File: src/rtl/load_store_unit_if.sv
// Pipeline-side request/response and word-memory signals of the load/store unit.
// The master modport is the pipeline/memory environment; slave is the unit itself.
interface load_store_unit_if;
  logic        req;
  logic        is_store;
  logic [1:0]  size;
  logic        unsigned_ld;
  logic [31:0] addr;
  logic [31:0] store_data;
  logic        busy;
  logic        done;
  logic        addr_err;
  logic [31:0] load_data;
  logic        mem_we;
  logic [31:0] mem_a;
  logic [31:0] mem_wd;
  logic [31:0] mem_rd;

  modport master (
    output req, is_store, size, unsigned_ld, addr, store_data, mem_rd,
    input  busy, done, addr_err, load_data, mem_we, mem_a, mem_wd
  );

  modport slave (
    input  req, is_store, size, unsigned_ld, addr, store_data, mem_rd,
    output busy, done, addr_err, load_data, mem_we, mem_a, mem_wd
  );
endinterface

File: src/rtl/load_store_unit.sv
// MEM-stage load/store formatter in front of a word-only data memory: sub-word stores
// become read-modify-write, sub-word loads are sign/zero-extended.
module load_store_unit #(
  parameter bit BIG_ENDIAN = 1'b0
) (
  input logic             clk_i,
  input logic             reset_i,
  load_store_unit_if.slave bus_io
);

  typedef enum logic [1:0] {StIdle, StRead, StWrite, StDone} state_e;

  state_e      state_q, state_d;
  logic        is_store_q;
  logic [1:0]  size_q;
  logic        unsigned_q;
  logic [31:0] addr_q;
  logic [31:0] sdata_q;
  logic        err_q;
  logic [31:0] word_q;
  logic [31:0] load_data_q;

  logic        accept;
  logic        req_err;
  logic [1:0]  byte_lane;
  logic        half_lane;
  logic [7:0]  rd_byte;
  logic [15:0] rd_half;
  logic [31:0] ld_ext;
  logic [31:0] merge_wd;

  assign accept = (state_q == StIdle) && bus_io.req;

  always_comb begin
    req_err = 1'b0;
    unique case (bus_io.size)
      2'b00:   req_err = 1'b0;
      2'b01:   req_err = bus_io.addr[0];
      2'b10:   req_err = (bus_io.addr[1:0] != 2'b00);
      default: req_err = 1'b1;
    endcase
  end

  always_comb begin
    state_d = state_q;
    unique case (state_q)
      StIdle: begin
        if (bus_io.req) begin
          if (req_err)                                     state_d = StDone;
          else if (bus_io.is_store && bus_io.size == 2'b10) state_d = StWrite;
          else                                             state_d = StRead;
        end
      end
      StRead:  state_d = is_store_q ? StWrite : StDone;
      StWrite: state_d = StDone;
      StDone:  state_d = StIdle;
      default: state_d = StIdle;
    endcase
  end

  // Lane of the addressed byte/half inside the memory word, after endianness mapping.
  assign byte_lane = BIG_ENDIAN ? ~addr_q[1:0] : addr_q[1:0];
  assign half_lane = BIG_ENDIAN ? ~addr_q[1] : addr_q[1];
  assign rd_byte   = bus_io.mem_rd[{byte_lane, 3'b000} +: 8];
  assign rd_half   = bus_io.mem_rd[{half_lane, 4'b0000} +: 16];

  always_comb begin
    ld_ext = bus_io.mem_rd;
    unique case (size_q)
      2'b00:   ld_ext = unsigned_q ? {24'b0, rd_byte} : {{24{rd_byte[7]}}, rd_byte};
      2'b01:   ld_ext = unsigned_q ? {16'b0, rd_half} : {{16{rd_half[15]}}, rd_half};
      default: ld_ext = bus_io.mem_rd;
    endcase
  end

  always_comb begin
    merge_wd = word_q;
    unique case (size_q)
      2'b00:   merge_wd[{byte_lane, 3'b000} +: 8]   = sdata_q[7:0];
      2'b01:   merge_wd[{half_lane, 4'b0000} +: 16] = sdata_q[15:0];
      default: merge_wd = sdata_q;
    endcase
  end

  always_ff @(posedge clk_i or posedge reset_i) begin
    if (reset_i) begin
      state_q     <= StIdle;
      is_store_q  <= 1'b0;
      size_q      <= 2'b00;
      unsigned_q  <= 1'b0;
      addr_q      <= 32'b0;
      sdata_q     <= 32'b0;
      err_q       <= 1'b0;
      word_q      <= 32'b0;
      load_data_q <= 32'b0;
    end else begin
      state_q <= state_d;
      if (accept) begin
        is_store_q <= bus_io.is_store;
        size_q     <= bus_io.size;
        unsigned_q <= bus_io.unsigned_ld;
        addr_q     <= bus_io.addr;
        sdata_q    <= bus_io.store_data;
        err_q      <= req_err;
      end
      if (state_q == StRead) begin
        word_q <= bus_io.mem_rd;
        // Loads go READ -> DONE, so load_data is valid alongside done.
        if (!is_store_q) load_data_q <= ld_ext;
      end
    end
  end

  assign bus_io.busy      = (state_q != StIdle);
  assign bus_io.done      = (state_q == StDone);
  assign bus_io.addr_err  = (state_q == StDone) && err_q;
  assign bus_io.load_data = load_data_q;
  assign bus_io.mem_we    = (state_q == StWrite);
  assign bus_io.mem_a     = {addr_q[31:2], 2'b00};
  assign bus_io.mem_wd    = (state_q == StWrite) ? merge_wd : 32'b0;

endmodule

File: src/flat_wrapper.sv
// flat-port wrapper written by rule: the top's interface ports become plain ports
module load_store_unit_flat 
#(
  parameter bit BIG_ENDIAN = 1'b0
)
  (clk_i, reset_i, bus_io_req, bus_io_is_store, bus_io_size, bus_io_unsigned_ld, bus_io_addr, bus_io_store_data, bus_io_mem_rd, bus_io_busy, bus_io_done, bus_io_addr_err, bus_io_load_data, bus_io_mem_we, bus_io_mem_a, bus_io_mem_wd);
  load_store_unit_if bus_io_i ();
  input logic clk_i;
  input logic reset_i;
  input wire logic [$bits(bus_io_i.req)-1:0] bus_io_req;
  input wire logic [$bits(bus_io_i.is_store)-1:0] bus_io_is_store;
  input wire logic [$bits(bus_io_i.size)-1:0] bus_io_size;
  input wire logic [$bits(bus_io_i.unsigned_ld)-1:0] bus_io_unsigned_ld;
  input wire logic [$bits(bus_io_i.addr)-1:0] bus_io_addr;
  input wire logic [$bits(bus_io_i.store_data)-1:0] bus_io_store_data;
  input wire logic [$bits(bus_io_i.mem_rd)-1:0] bus_io_mem_rd;
  output wire logic [$bits(bus_io_i.busy)-1:0] bus_io_busy;
  output wire logic [$bits(bus_io_i.done)-1:0] bus_io_done;
  output wire logic [$bits(bus_io_i.addr_err)-1:0] bus_io_addr_err;
  output wire logic [$bits(bus_io_i.load_data)-1:0] bus_io_load_data;
  output wire logic [$bits(bus_io_i.mem_we)-1:0] bus_io_mem_we;
  output wire logic [$bits(bus_io_i.mem_a)-1:0] bus_io_mem_a;
  output wire logic [$bits(bus_io_i.mem_wd)-1:0] bus_io_mem_wd;
  assign bus_io_i.req = bus_io_req;
  assign bus_io_i.is_store = bus_io_is_store;
  assign bus_io_i.size = bus_io_size;
  assign bus_io_i.unsigned_ld = bus_io_unsigned_ld;
  assign bus_io_i.addr = bus_io_addr;
  assign bus_io_i.store_data = bus_io_store_data;
  assign bus_io_i.mem_rd = bus_io_mem_rd;
  assign bus_io_busy = bus_io_i.busy;
  assign bus_io_done = bus_io_i.done;
  assign bus_io_addr_err = bus_io_i.addr_err;
  assign bus_io_load_data = bus_io_i.load_data;
  assign bus_io_mem_we = bus_io_i.mem_we;
  assign bus_io_mem_a = bus_io_i.mem_a;
  assign bus_io_mem_wd = bus_io_i.mem_wd;
  load_store_unit #(.BIG_ENDIAN(BIG_ENDIAN)) u_core (.clk_i(clk_i), .reset_i(reset_i), .bus_io(bus_io_i));
endmodule
File: config.mk
export PLATFORM = sky130hd
export DESIGN_NAME = load_store_unit_flat
export DESIGN_NICKNAME = d
export VERILOG_FILES = /design/src/rtl/load_store_unit_if.sv /design/src/rtl/load_store_unit.sv /design/src/flat_wrapper.sv
export SDC_FILE = /design/constraint.sdc
export NUM_CORES = 1
export LEC_CHECK = 0
export ABC_AREA = 1
export BUFFER_PORTS_ARGS = -buffer_cell sky130_fd_sc_hd__buf_4
export CORE_ASPECT_RATIO = 0.6
export CORE_MARGIN = 5
export CORE_UTILIZATION = 50
export DETAILED_ROUTE_END_ITERATION = 6
export GPL_ROUTABILITY_DRIVEN = 1
export PLACE_DENSITY = 0.77
export SETUP_SLACK_MARGIN = 0.05
export SYNTH_ARGS = -nofsm -noshare
export SYNTH_HDL_FRONTEND = slang
export SYNTH_SLANG_ARGS = --single-unit
export TNS_END_PERCENT = 1
File: constraint.sdc
create_clock -name clk_i -period 5.9 [get_ports clk_i]
set_clock_uncertainty 0.2 [all_clocks]
set_input_delay 0.59 -clock clk_i [delete_from_list [all_inputs] [get_ports clk_i]]
set_output_delay 0.59 -clock clk_i [all_outputs]
set_load 0.01 [all_outputs]
==> impl_metrics.ini, run 1 <==
[worst_setup_path]
cp_data_arrival_time_ps = 3300
worst_ep_required_time_ps = 5110
crit_fanout = 16
critPathCaptureType = output pin
reg2reg_from = u_core.state_q[1]
rrSetupSlack_ps = 3020
critPathKind = register to output pin
startpoint_type = register
cp-startpoint = u_core.addr_q[0]

[synthesis]
yosys.area.top_type = dfrtp_1
yosys_warnings = 0
synthTopCellsByArea = dfrtp_1 46%, nand2_1 10%, mux2_2 9.2%
muxShareOfSynthArea_pct = 9.218
synthSimpleGateAreaFrac_pct = 15.07
synthTopCellsByCount = 202 x nand2_1, 135 x dfrtp_1, 86 x a21oi_1, 86 x o21ai_0, 64 x inv_1
syn_area_sq_um = 7330
synth_top_area_share_pct = 46.09
yosysMostFrequentCell = nand2_1
synth-edff-count = 0
synth.avg_cell_area_sq_um = 8.583
synth_fa_ha_area_share_pct = 1.707
synth_compound_area_share_pct = 17.75
synthCells = 854
async_reset_ff_share_pct = 100.0
ys_seq_elements = 135
synth_seq_area_share_pct = 46.09
synth_xor_area_share_pct = 0
synth_flop_cell = dfrtp_1
ys_types = 30
synth_top_family_by_area = compound AO/OA/AOI/OAI gates

[route]
postRouteAntennaNets = 0
vias_per_cell = 5.511
drt-wirelength-per-cell_um = 18.05
drt-pass1-iter-count = 5
wl_mm = 21.89
drt_iter0_drc = 589
via_count = 6685
route.detailed.drc = 0

[clock_tree]
cts_buffer_depth = 2
clock_latency_ps = 420
numCtsBuffers = 17
cts_htree_levels = 4
cts.sinks = 135
path_clk_slew_ps = 60
cts_root_buffer = clkbuf_16
cts_resized = 0
cts_tree = built
ctsHoldBuffers = 0
post_cts_buffers = 0

[global_route]
grt_pass1_wl_mm = 34.72
grt_max_degree = 92
antenna_found_initial = 1
grt_overflow = 0
grt_usage_pct = 24.92
grt_pass1_vias = 6446

[sta]
setup_violations = 0
hold_ws_ps = 150.8
slew_headroom_pct = 29.92
rsz0062_at_grt = no
finalSetupTns_ps = 0
max_freq_mhz = 244.7
slew_viol_final = 0
period_needed_ps = 4087
min_period_over_period_pct = 69.27
report.final.hold_viol_count = 0
tightestPinTransition_ps = 1050

[run]
drv_cap = 0

[placed_design]
hpwl_mm = 15.38
dpl_cell_area_sq_um = 8663
port-buffer-count = 200
finalWeightedCongestion = 0.9090

[die]
initial_core_util_pct = 50.82
die-area_sq_um = 17260
fp.dieW_um = 166.3
ioPinCount = 203
die_y_um = 103.8
core_sq_um = 14420
rows = 34

[final_layout]
syn2layout_area_growth_pct = 26.78
final_util_pct = 64.44
fin_nets = 1114
final_area_sq_um = 9293
drive_above_1_share_pct = 32.25
nFillCells = 1217

[pwr]
pwr-share-comb_pct = 48.5
switching_share_pct = 42.42
p_switching_mw = 2.380
leakage_nw = 4.590
peakVddDrop_mv = 0.3675
pwr_density_cell_nw_per_um2 = 603.7
p_seq_share_pct = 31.2
p_int_mw = 3.230
p_clk_share_pct = 20.3

[worst_hold_path]
hold_path.class = input pin to async pin

[run_status]
status = completed
==> layout by cell type (no fill, tap or decap) <==
master,count
buf_4,205
nand2_1,201
dfrtp_1,134
a21oi_1,86
o21ai_0,86
inv_1,63
mux2_2,60
nor2_1,25
a22oi_1,24
nand3_1,23
clkbuf_16,17
o22ai_1,12
a21oi_2,10
ha_1,10
nand4_1,8
o211a_1,8
inv_6,6
inv_2,5
nand2_2,4
nor2_2,4
clkinv_4,4
clkinv_1,3
bufinv_16,3
nand2_4,2
conb_1,2
diode_2,1
o21ai_2,1
nor2_4,1
o22a_1,1
nand3_2,1
nor3_1,1
inv_8,1
clkbuf_8,1
clkinvlp_4,1
dfrtp_2,1
==> power by group through the flow <==
stage	Clock, mW	Sequential (mW)	Combinational (mW)
final	1.14	1.75	2.72
after global routing	1.20	1.80	3.00
after CTS	1.15	1.74	2.71
after detailed placement	0	1.75	2.68
after global placement	0	1.74	2.63
after floorplan	0	1.68	1.89
==> critical path, cell delays in order, from the launching register on <==
cell and delay [ps]:
dfrtp_1 710, clkinv_1 460, ha_1 430, inv_1 60
nor2_2 290, nand2_1 280, o21ai_0 260, nand2_1 80
a21oi_1 160, buf_4 160
==> cell families (layout without fill, tap and decap cells) <==
| logic type | count (synthesis) | in the layout |
|---|---|---|
| adders and majority gates | 10 | 10 |
| AOI/OAI and AO/OA | 228 | 228 |
| buffers and inverters | 150 | 309 |
| DFF | 135 | 135 |
| other | 1 | 3 |
| muxes | 60 | 60 |
| and+or+nand+nor | 270 | 270 |
==> path summary, 6_finish.rpt <==
path / end / depth (start not counted)
worst max-delay path: bus_io_mem_wd[14] / 9
worst min-delay path: u_core.bus_io.load_data[17] / 2
worst max register to register: u_core.bus_io.load_data[5] / 11
worst min register to register: u_core.bus_io.load_data[10] / 2
max in group asynchronous: u_core.size_q[1] / 3
min in group clk_i: u_core.word_q[6] / 3
==> routing by layer <==
metal  part of all wire, %  up-vias  global-route usage [%]
li1                      -     3123                       -
met1                    44     3175                   35.87
met2                    42      350                   35.24
met3                    13       35                   10.51
met4                   1.1        2                   5.137
met5                 0.059        -                       0
==> through the flow <==
| stage | std cells | setup slack, ps | power [mW] |
|---|---|---|---|
| 2_1_floorplan | 855 | 1499 | 3.568 |
| 3_3_place_gp | 1180 | 2510 | 4.369 |
| 3_5_place_dp | 1180 | 2386 | 4.432 |
| 4_1_cts | 1212 | 1884 | 5.602 |
| 5_1_grt | 1212 | 1521 | 6.004 |
| 6_report | 1213 | 1813 | 5.610 |
==> cell type report <==
| type | instances | area, sq um | share of cell area (%) |
|---|---|---|---|
| multi-input cells | 570 | 3222 | 34.67 |
| repair buffers | 205 | 1539 | 16.56 |
| well taps | 198 | 247.7 | 2.666 |
| clock inverters | 14 | 187.7 | 2.020 |
| clock buffers | 18 | 439.2 | 4.726 |
| flip-flops and latches | 135 | 3379 | 36.37 |
| diodes | 1 | 2.502 | 0.02693 |
| inverters | 72 | 275.3 | 2.962 |
==> registers in the layout, indices dropped and copies added, names as in the netlist, 2 cells and up <==
name and count:
u_core.state_q 2, u_core.size_q 2, u_core.word_q 32, u_core.addr_q 32
u_core.sdata_q 32, u_core.bus_io.load_data 32
Note: power is estimated with default switching activity, not from simulation.
==> run 2: changes to the inputs <==
--- a/config.mk
+++ b/config.mk
@@ -9,7 +9,7 @@
 export BUFFER_PORTS_ARGS = -buffer_cell sky130_fd_sc_hd__buf_4
 export CORE_ASPECT_RATIO = 0.6
 export CORE_MARGIN = 5
-export CORE_UTILIZATION = 50
+export CORE_UTILIZATION = 48
 export DETAILED_ROUTE_END_ITERATION = 6
 export GPL_ROUTABILITY_DRIVEN = 1
 export PLACE_DENSITY = 0.77
==> constraint.sdc (replaced) <==
create_clock -name clk_i -period 3.4 [get_ports clk_i]
set_clock_uncertainty 0.2 [all_clocks]
set_input_delay 0.34 -clock clk_i [delete_from_list [all_inputs] [get_ports clk_i]]
set_output_delay 0.34 -clock clk_i [all_outputs]
set_load 0.01 [all_outputs]
==> run 2 against run 1 <==
  * Routed wire length grew 8.0%
  * Total power grew 75%
  * Setup slack lost 1500 ps
  * Non-clock buffer count grew 90
  * First-iteration DRC count grew 6.5%
==> impl_metrics.ini, run 2 (synthesized netlist as in run 1, its figures left out) <==
[route]
drt-pass1-iter-count = 5
route.detailed.drc = 0
via_count = 6964
drt_iter0_drc = 627
postRouteAntennaNets = 0
wl_mm = 23.64
vias_per_cell = 5.324
drt-wirelength-per-cell_um = 18.07

[final_layout]
final_util_pct = 67.30
fin_cells = 1308
fin_nets = 1204
final_common_cell = buf_4
nFillCells = 1247
final_cell_mix = 207 x buf_4, 200 x nand2_1, 134 x dfrtp_1, 87 x dlygate4sd3_1
drive_above_1_share_pct = 30.34
syn2layout_area_growth_pct = 39.13

[pwr]
power_mw = 9.811
leakage_nw = 4.935
pwr_density_cell_nw_per_um2 = 962.1
peakVddDrop_mv = 0.5940

[worst_setup_path]
cp_slowest_cell = dfrtp_1
worst_ep_required_time_ps = 2860
crit_fanout = 11
critPathKind = register to output pin
cp_data_arrival_time_ps = 2550
critPathCaptureType = output pin
crit_chain = clkinvlp_4 > ha_1 > inv_1 > nor2_4 > nand2_2 > o21ai_0 > nand2_1 > a21oi_1 > buf_4
startpoint_type = register
cpPeakStageDelay_ps = 390

[sta]
period_needed_ps = 3088
finalSetupTns_ps = 0
max_freq_mhz = 323.9
tightestPinTransition_ps = 1019
setup_violations = 0
report.final.hold_viol_count = 0
min_period_over_period_pct = 90.81
slew_viol_final = 0
rsz0062_at_grt = no
slew_headroom_pct = 32.07

[clock_tree]
cts_root_buffer = clkbuf_16
cts_buffer_depth = 2
clock_latency_ps = 420
cts_htree_levels = 4
post_cts_buffers = 0
cts.sinks = 135
cts_tree = built
path_clk_slew_ps = 60
numCtsBuffers = 17

[global_route]
grt_pass1_wl_mm = 37.74
grt_overflow = 0
grt_max_degree = 136
grt_usage_pct = 26.64
grt_pass1_vias = 6840
antenna_found_initial = 1

[die]
core_sq_um = 15150
die_y_um = 105.7
initial_core_util_pct = 48.37
fp.dieW_um = 169.5
rows = 35
die-area_sq_um = 17920
ioPinCount = 203

[placed_design]
finalWeightedCongestion = 0.9809
hpwl_mm = 16.22
port-buffer-count = 200
dp.cells = 1188

[worst_hold_path]
hold_path.class = input pin to register

[run]
drv_cap = 0

[run_status]
status = completed
[run 2: cell count changes in the layout (fill, tap and decap cells not counted), sizes merged]
cell         change
buf              +3
bufinv           -1
clkbuf           +1
clkinv           -3
clkinvlp         +8
dlygate4sd3     +87
inv              -5
[run 2: area by class of cell]
class | count | area (sq um) | share of cell area, %
diodes | 1 | 2.502 | 0.02454
clock buffers | 19 | 452.9 | 4.442
clock inverters | 13 | 145.1 | 1.423
inverters | 72 | 281.5 | 2.761
multi-input cells | 570 | 3237 | 31.74
flip-flops and latches | 135 | 3379 | 33.14
well taps | 203 | 254.0 | 2.491
repair buffers | 295 | 2445 | 23.98
[run 2: what timing repair did]
| item | in CTS | in global routing |
|---|---|---|
| hold buffers | 87 | 0 |
| endpoints found under the setup margin | 0 | 18 |
| hold endpoints to repair | 149 | 0 |
| resized for setup | 0 | 6 |
[run 2: final timing paths]
| kind | startpoint | end | slack [ps] | cells past startpoint |
|---|---|---|---|---|
| min in group asynchronous | reset_i | u_core.addr_q[29] | 470 | 4 |
| max in group asynchronous | reset_i | u_core.word_q[28] | 1930 | 4 |
| worst max-delay path | u_core.addr_q[0] | bus_io_mem_wd[9] | 310 | 9 |
| worst max register to register | u_core.state_q[0] | u_core.sdata_q[25] | 1130 | 4 |
| worst min-delay path | bus_io_mem_rd[9] | u_core.word_q[9] | 10 | 3 |
| worst min register to register | u_core.bus_io.load_data[8] | u_core.bus_io.load_data[8] | 290 | 2 |
[run 2: routing by layer]
layer / share of wire (%) / global-route usage, %
met4: 0.89 / 5.859
met3: 10 / 6.972
met1: 47 / 40.68
met2: 42 / 37.78
met5: 0 / 0
[run 2: critical path: cells and delay by family (launching register included)]
| kind | cells | cell delay, ps |
|---|---|---|
| AO/OA/AOI/OAI | 2 | 470 |
| AND/OR/NAND/NOR | 3 | 410 |
| flip-flops | 1 | 390 |
| adder cells (fa/ha/maj) | 1 | 360 |
| buffers and inverters | 3 | 490 |
[run 2: report_power, final]
group	switching (mW)	internal (mW)	total [mW]	leakage [nW]
sequential	0.606	2.43	3.03	1.61
combinational	2.80	2.08	4.89	3.05
clock	0.767	1.12	1.89	0.275
[run 2: metrics by stage]
stage          hold slack [ps]  worst slack [ps]  cell area [sq um]
3_3_place_gp             268.3             647.8               8703
5_1_grt                  18.31             95.47              10200
4_1_cts                  3.226             97.98              10170
2_1_floorplan            253.4             778.9               7337
6_report                 12.28             312.4              10200
3_5_place_dp             270.8             551.0               8703
==> run 3: changes to the inputs <==
--- a/config.mk
+++ b/config.mk
@@ -13,6 +13,7 @@
 export DETAILED_ROUTE_END_ITERATION = 6
 export GPL_ROUTABILITY_DRIVEN = 1
 export PLACE_DENSITY = 0.77
+export RECOVER_POWER = 25
 export SETUP_SLACK_MARGIN = 0.05
 export SYNTH_ARGS = -nofsm -noshare
 export SYNTH_HDL_FRONTEND = slang
==> run 3 against run 2 <==
  * The run now ends with capacitance limit, slew limit left
  * Core utilization decreased by 1.6 points
  * Critical endpoint unchanged
  * Setup slack improved by 2.4 ps
  * Maximum frequency about the same
  * Count of clock-buffer cells in the layout unchanged
==> impl_metrics.ini, run 3 (synthesized netlist as in run 1, its figures left out) <==
[run_status]
status = finished, violations left
violations = capacitance limit, slew limit

[final_layout]
fin_nets = 1204
final_common_cell = nand2_1
syn2layout_area_growth_pct = 35.73
drive_above_1_share_pct = 24.55
final_cell_mix = 200 x nand2_1, 144 x buf_4, 134 x dfrtp_1, 87 x dlygate4sd3_1

[global_route]
grt_usage_pct = 26.64
grt_max_degree = 136
grt_pass1_wl_mm = 37.74
grt_util_met3_pct = 6.972
grt_pass1_vias = 6840
grt_use_met1_pct = 40.68
busiest_layer = met1
grt_overflow = 0
grt_use_met2_pct = 37.78
antenna_found_initial = 1

[route]
drt-wirelength-per-cell_um = 18.06
vias_per_cell = 5.315
drt-pass1-iter-count = 5
drt_iter0_drc = 652
via_count = 6952
wl_mm = 23.62
postRouteAntennaNets = 0
route.detailed.drc = 0

[sta]
tightestPinTransition_ps = 1875
rsz0062_at_grt = no
setup_violations = 0
finalSetupTns_ps = 0
slew_headroom_pct = -25.01
min_period_over_period_pct = 90.74
slew_viol_final = 136
report.final.hold_viol_count = 0
max_freq_mhz = 324.1
hold_ws_ps = 11.50
period_needed_ps = 3085

[placed_design]
port-buffer-count = 200
hpwl_mm = 16.22
finalWeightedCongestion = 0.9809

[worst_setup_path]
startpoint_type = register
cp.buffers_inverters = 3
crit_fanout = 11
cpPeakStageDelay_ps = 390
path_delay_family = buffers and inverters
critPathCaptureType = output pin
crit_chain = clkinvlp_4 > ha_1 > inv_1 > nor2_4 > nand2_2 > o21ai_0 > nand2_1 > a21oi_1 > buf_4
worst_ep_required_time_ps = 2860
cp_slowest_cell = dfrtp_1
critPathKind = register to output pin
cp_data_arrival_time_ps = 2550

[pwr]
p_seq_share_pct = 31.8
power_mw = 9.500
p_switching_mw = 4.163
pwr_density_cell_nw_per_um2 = 954.9
peakVddDrop_mv = 0.5898
p_clk_share_pct = 19.9
pwr-share-comb_pct = 48.3
p_int_mw = 5.337
switching_share_pct = 43.82
leakage_nw = 4.699

[clock_tree]
cts_htree_levels = 4
clock_latency_ps = 420
cts_root_buffer = clkbuf_16
path_clk_slew_ps = 60
numCtsBuffers = 17
cts_buffer_depth = 2
post_cts_buffers = 0
cts_tree = built
cts.sinks = 135

[die]
rows = 35
initial_core_util_pct = 48.37
ioPinCount = 203
fp.dieW_um = 169.5
die-area_sq_um = 17920
die_y_um = 105.7
core_sq_um = 15150

[run]
drv_cap = 1

[worst_hold_path]
hold_path.class = input pin to register
[run 3: changes by cell type in the layout (fill, tap and decap cells not counted)]
| cell | delta |
|---|---|
| buf_12 | -1 |
| clkbuf_1 | +63 |
| buf_4 | -63 |
| clkbuf_4 | +1 |
| inv_2 | -1 |
| inv_1 | +1 |
[run 3: worst register-to-register path, stage by stage, from the launching register on]
cell	delay, ps
dfrtp_1	390
inv_1	100
ha_1	200
inv_1	380
nor2_2	110
inv_2	490
a21oi_1	140
nand2_1	90
o21ai_0	80
[run 3: power by group through the flow]
stage	sequential [mW]	clock, mW	combinational (mW)
2_1_floorplan	2.92	0	3.27
3_3_place_gp	3.01	0	4.66
3_5_place_dp	3.02	0	4.74
4_1_cts	3.01	1.91	4.83
5_1_grt	3.11	1.97	5.12
6_report	3.02	1.89	4.59
[run 3: metrics by stage]
stage	utilization, %	instances	setup slack, ps	instance area [sq um]
global placement	57.44	1188	647.8	8703
detailed placement	57.44	1188	551.0	8703
floorplan	-	855	778.9	7337
CTS	67.13	1307	97.98	10170
global route	65.66	1308	95.47	9948
finish	65.66	1308	314.8	9948
[run 3: area by class of cell]
| type | count | area (sq um) |
|---|---|---|
| Antenna cell | 1 | 2.502 |
| Clock buffer | 19 | 452.9 |
| Clock inverter | 13 | 145.1 |
| Fill cell | 1312 | 5204 |
| Inverter | 72 | 281.5 |
| Multi-Input combinational cell | 570 | 3237 |
| Sequential cell | 135 | 3379 |
| Tap cell | 203 | 254.0 |
| Timing Repair Buffer | 295 | 2196 |
[run 3: layer usage]
layer / part of all wire (%) / routed length (um)
met1: 46 / 10970
met2: 42 / 10040
met3: 10 / 2410
met4: 0.86 / 204
met5: 0 / 0
[run 3: final timing paths]
| kind | from | cells past startpoint | end | slack, ps |
|---|---|---|---|---|
| max | u_core.addr_q[0] | 9 | bus_io_mem_wd[9] | 310 |
| min | bus_io_mem_rd[16] | 3 | u_core.word_q[16] | 10 |
| max reg2reg | u_core.state_q[1] | 8 | u_core.state_q[0] | 1100 |
| min reg2reg | u_core.bus_io.load_data[9] | 2 | u_core.bus_io.load_data[9] | 280 |
| max in group asynchronous | reset_i | 4 | u_core.size_q[1] | 800 |
| min in group asynchronous | reset_i | 4 | u_core.addr_q[29] | 960 |
[run 3: timing repair]
item	4_1_cts	5_1_grt
hold buffers	87	0
setup endpoints to repair	0	18
resized for setup	0	6
endpoints found under the hold margin	149	0
